**config.mk**
```make
export PLATFORM = sky130hd
export DESIGN_NAME = fetch_stage
export DESIGN_NICKNAME = d
export VERILOG_FILES = /design/src/rtl/fetch_stage.sv
export SDC_FILE = /design/constraint.sdc
export NUM_CORES = 1
export LEC_CHECK = 0
export BUFFER_PORTS_ARGS = -buffer_cell sky130_fd_sc_hd__buf_2
export CAP_MARGIN = 30
export CELL_PAD_IN_SITES_DETAIL_PLACEMENT = 0
export CELL_PAD_IN_SITES_GLOBAL_PLACEMENT = 1
export CORE_MARGIN = 2
export CORE_UTILIZATION = 36
export DETAILED_ROUTE_END_ITERATION = 12
export PLACE_DENSITY_LB_ADDON = 0.05
export SLEW_MARGIN = 20
export SYNTH_ARGS = -nofsm -noshare
export SYNTH_HDL_FRONTEND = slang
export SYNTH_SLANG_ARGS = --single-unit
```
**constraint.sdc**
```tcl
create_clock -name clk -period 2.7 [get_ports clk]
set_input_delay 0 -clock clk [delete_from_list [all_inputs] [get_ports clk]]
set_output_delay 0 -clock clk [all_outputs]
set_load 0.01 [all_outputs]
```
**src/rtl/fetch_stage.sv**
```systemverilog
// Instruction fetch stage: PC register, one-deep id_* pipeline register, redirect/halt control.
// Instruction memory is read combinationally from imem_addr in the same cycle.
module fetch_stage #(
  parameter int unsigned                IMEM_ADDR_WIDTH = 32,
  parameter int unsigned                IMEM_DATA_WIDTH = 32,
  parameter logic [IMEM_ADDR_WIDTH-1:0] RESET_PC        = 32'h0000_0000
) (
  input  logic                       clk,
  input  logic                       rst_n,
  output logic [IMEM_ADDR_WIDTH-1:0] imem_addr,
  input  logic [IMEM_DATA_WIDTH-1:0] imem_data,
  input  logic                       redirect_valid,
  input  logic [IMEM_ADDR_WIDTH-1:0] redirect_pc,
  input  logic                       halt,
  input  logic                       id_ready,
  output logic                       id_valid,
  output logic [IMEM_DATA_WIDTH-1:0] id_instr,
  output logic [IMEM_ADDR_WIDTH-1:0] id_pc,
  output logic [IMEM_ADDR_WIDTH-1:0] id_pc_plus4,
  output logic                       misalign_err,
  output logic [31:0]                fetch_count
);

  typedef enum logic [1:0] {StBoot, StRun, StHalted} state_e;

  state_e                     state_q, state_d;
  logic [IMEM_ADDR_WIDTH-1:0] pc_q, pc_d;
  logic [IMEM_ADDR_WIDTH-1:0] pc_plus4;
  logic                       id_valid_q, id_valid_d;
  logic [IMEM_DATA_WIDTH-1:0] id_instr_q, id_instr_d;
  logic [IMEM_ADDR_WIDTH-1:0] id_pc_q, id_pc_d;
  logic [IMEM_ADDR_WIDTH-1:0] id_pc_plus4_q, id_pc_plus4_d;
  logic                       misalign_q, misalign_d;
  logic [31:0]                fetch_count_q, fetch_count_d;

  assign pc_plus4 = pc_q + IMEM_ADDR_WIDTH'(4);

  always_comb begin
    state_d       = state_q;
    pc_d          = pc_q;
    id_valid_d    = id_valid_q;
    id_instr_d    = id_instr_q;
    id_pc_d       = id_pc_q;
    id_pc_plus4_d = id_pc_plus4_q;
    misalign_d    = 1'b0;
    fetch_count_d = fetch_count_q;

    if (redirect_valid) begin
      // Flush wins over everything, including a held (stalled) instruction.
      pc_d       = {redirect_pc[IMEM_ADDR_WIDTH-1:2], 2'b00};
      id_valid_d = 1'b0;
      misalign_d = |redirect_pc[1:0];
      state_d    = StRun;
    end else begin
      case (state_q)
        StBoot: begin
          state_d = StRun;
          if (id_ready) id_valid_d = 1'b0;
        end
        StRun: begin
          if (halt) begin
            state_d = StHalted;
            if (id_ready) id_valid_d = 1'b0;
          end else if (!id_valid_q || id_ready) begin
            id_instr_d    = imem_data;
            id_pc_d       = pc_q;
            id_pc_plus4_d = pc_plus4;
            id_valid_d    = 1'b1;
            pc_d          = pc_plus4;
            fetch_count_d = fetch_count_q + 32'd1;
          end
        end
        StHalted: begin
          if (id_ready) id_valid_d = 1'b0;
        end
        default: state_d = StBoot;
      endcase
    end
  end

  always_ff @(posedge clk) begin
    if (!rst_n) begin
      state_q       <= StBoot;
      pc_q          <= RESET_PC;
      id_valid_q    <= 1'b0;
      id_instr_q    <= '0;
      id_pc_q       <= '0;
      id_pc_plus4_q <= '0;
      misalign_q    <= 1'b0;
      fetch_count_q <= '0;
    end else begin
      state_q       <= state_d;
      pc_q          <= pc_d;
      id_valid_q    <= id_valid_d;
      id_instr_q    <= id_instr_d;
      id_pc_q       <= id_pc_d;
      id_pc_plus4_q <= id_pc_plus4_d;
      misalign_q    <= misalign_d;
      fetch_count_q <= fetch_count_d;
    end
  end

  assign imem_addr    = pc_q;
  assign id_valid     = id_valid_q;
  assign id_instr     = id_instr_q;
  assign id_pc        = id_pc_q;
  assign id_pc_plus4  = id_pc_plus4_q;
  assign misalign_err = misalign_q;
  assign fetch_count  = fetch_count_q;

endmodule

```
==> reports/qor.txt <==
setup TNS -> 0 ns
Post-synth EDFFs -> 0
Synth Cell Area -> 6840 µm²
critical path endpoint -> id_pc_plus4[22]
pre-CTS setup slack -> 0.537 ns
fin nets -> 1,178
worst skew pair latency -> 0.42 ns
DIE AREA -> 20,100 µm²
Tot GR Track Use -> 0.201
Hold Buf Count CTS -> 67
clock slew at reported path FFs -> 0.07 ns
Final Hold Vio Count -> 0
Cells after DPL -> 1,255
IO Pins -> 231
Synth Register Bits -> 158
worst setup path startpoint -> imem_addr[2]
total CTS buffers -> 17
ys async rst share -> 0
Avg Synthesized Cell Area -> 8.15 µm²
Max Cap Violations -> 0
# resized after CTS -> 0
dpl hpwl -> 13.9 mm
part of the Yosys area used for sequential elements -> 0.463
WP data arrival -> 2.48 ns
Non-Filler Instances -> 1,355
Worst R2R Start -> imem_addr[2]
pwr/cell area -> 575 nW/µm²
leakage -> 3.87 nW
worst stage delay on the critical path -> 0.48 ns
Final WS setup -> 0.545 ns
Worst slew margin -> 0.590
CP Class -> flip-flop to flip-flop
1st-iter DRT viols -> 264
grt ovf -> 0
Levels on crit path -> 7
Synth Flop Type -> dfxtp_1
commonest cells in the synthesized netlist -> 158 x dfxtp_1, 158 x nand2_1, 110 x a21oi_1
Vias/cell -> 4.84
post-route ant nets -> 0
library cells used by synthesis -> 40
Synth area leaders -> dfxtp_1 46%, nand2_1 8.7%, a21oi_1 8.1%
Remaining DRCs -> 0
Tmin final -> 2.16 ns
Max Slew Vio Count -> 0
Synth area leader -> dfxtp_1
Synth top area share -> 0.463
initial antenna violation count -> 1
layout cells sized above 1 -> 0.268
Final setup viols -> 0
slowest CP cell -> dfxtp_1
largest net degree at the start of global routing -> 74
worst path required time -> 3.03 ns
clock sinks -> 158
worst slew pin tran -> 0.616 ns
vias in the first global route -> 6,100
router iterations before antenna repair -> 5
crit share post-route -> 0.798
class of the worst hold path -> input port to flip-flop
clock buffer depth -> 2
WP buf/inv -> 1
reg-to-reg endpoint -> id_pc_plus4[22]
port bufs -> 224
via count -> 6,561
postcts setup bufs -> 0
CP delay by family, top -> simple AND/OR/NAND/NOR gates
drt total wl -> 20.6 mm
num rows -> 50
Critical Path End Type -> flip-flop
Yosys warnings -> 0
Layout area overhead -> 37.8%
R2R Setup Slk -> 0.54 ns
DIE WIDTH -> 142 µm
worst reg2reg path depth -> 7
CP cell instances -> ha_1 > nand3_1 > nor4_2 > buf_4 > nand2_1 > xor2_1 > a211oi_1
CP Max Fanout -> 8
Initial Utilization -> 0.367
Root Driver -> clkbuf_16
Worst VDD drop -> 0.477 mV
first-pass GRT wire length -> 32.3 mm
Synth Instances -> 839
outcome -> finished clean
hold path depth -> 3
Core Region -> 18,600 µm²
CTS tree -> yes
WL/cell -> 15.2 µm
RSZ-0062 raised after global routing -> false
f_max -> 464 MHz
startpoint class of the critical path -> flip-flop
clk_skew -> 0.0125 ns
filler cell count -> 1,879
die extent in y -> 142 µm
RePlAce Congestion -> 0.799
htree depth -> 4
[sequential cells by signal, indices dropped and copies added (netlist names)]
name          count
id_instr         32
id_pc_plus4      30
id_pc            30
imem_addr        30
id_valid          1
fetch_count      32
state_q           2
misalign_err      1
[cell type report]
type	instances	area [µm²]	area share
diodes	1	2.50	0.000266
clock buffers	19	453	0.0481
clock inverters	13	128	0.0135
inverters	8	32.5	0.00345
multi-input cells	608	3360	0.357
flip-flops and latches	158	3160	0.336
well taps	234	293	0.0311
repair buffers	314	1990	0.211
[how the worst min path moves through the flow]
stage	startpoint	to
2_1_floorplan	redirect_valid	state_q[0]
4_1_cts	rst_n	id_pc_plus4[2]
3_5_place_dp	redirect_pc[4]	imem_addr[4]
3_3_place_gp	redirect_pc[4]	imem_addr[4]
6_report	rst_n	id_pc[21]
5_1_grt	rst_n	id_pc[20]
[where the power goes]
group | internal [mW] | leakage [nW] | switching, mW
Sequential | 2.41 | 1.29 | 0.0866
Clock | 1.34 | 0.277 | 1.02
Combinational | 0.258 | 2.31 | 0.300
Total | 4.01 | 3.87 | 1.41
[layout by cell type, fill, tap and decap left out, types with 17 or more instances in the layout]
master / instances
a21oi_1: 110
dfxtp_1: 158
xnor2_1: 38
xor2_1: 43
o21ai_0: 44
buf_2: 224
dlygate4sd3_1: 67
clkbuf_16: 17
buf_4: 21
nand4_1: 30
nand3_1: 22
nor2_1: 65
nand2_1: 158
[tightest hold or removal path, stage by stage]
cell and delay [ns]:
buf_2 0.11, inv_4 0.18, a21oi_1 0.17
[cell families after synthesis]
group	share of synthesized area
adder cells (fa/ha/maj)	0.00366
buffers and inverters	0.0511
multiplexers	0.00293
flip-flops	0.463
XOR/XNOR	0.104
other	0.000549
AND/OR/NAND/NOR	0.239
AO/OA/AOI/OAI	0.137
[through the flow]
stage          hold WS [ns]  cell area [µm²]   util  power (mW)
2_1_floorplan         0.121             6860      -        2.82
3_3_place_gp          0.232             8170  0.438        3.04
3_5_place_dp          0.230             8170  0.438        3.04
4_1_cts              0.0758             9420  0.505        5.50
5_1_grt              0.0873             9420  0.505        5.66
6_report             0.0716             9420  0.505        5.41
[metal layers]
metal	up-vias	part of all wire	global-route usage
li1	3387	-	-
met3	13	0.053	0.0513
met2	175	0.44	0.310
met5	-	0	0
met1	2986	0.50	0.281
met4	0	0.0076	0.0479
Power figures use the tool's default switching activity.
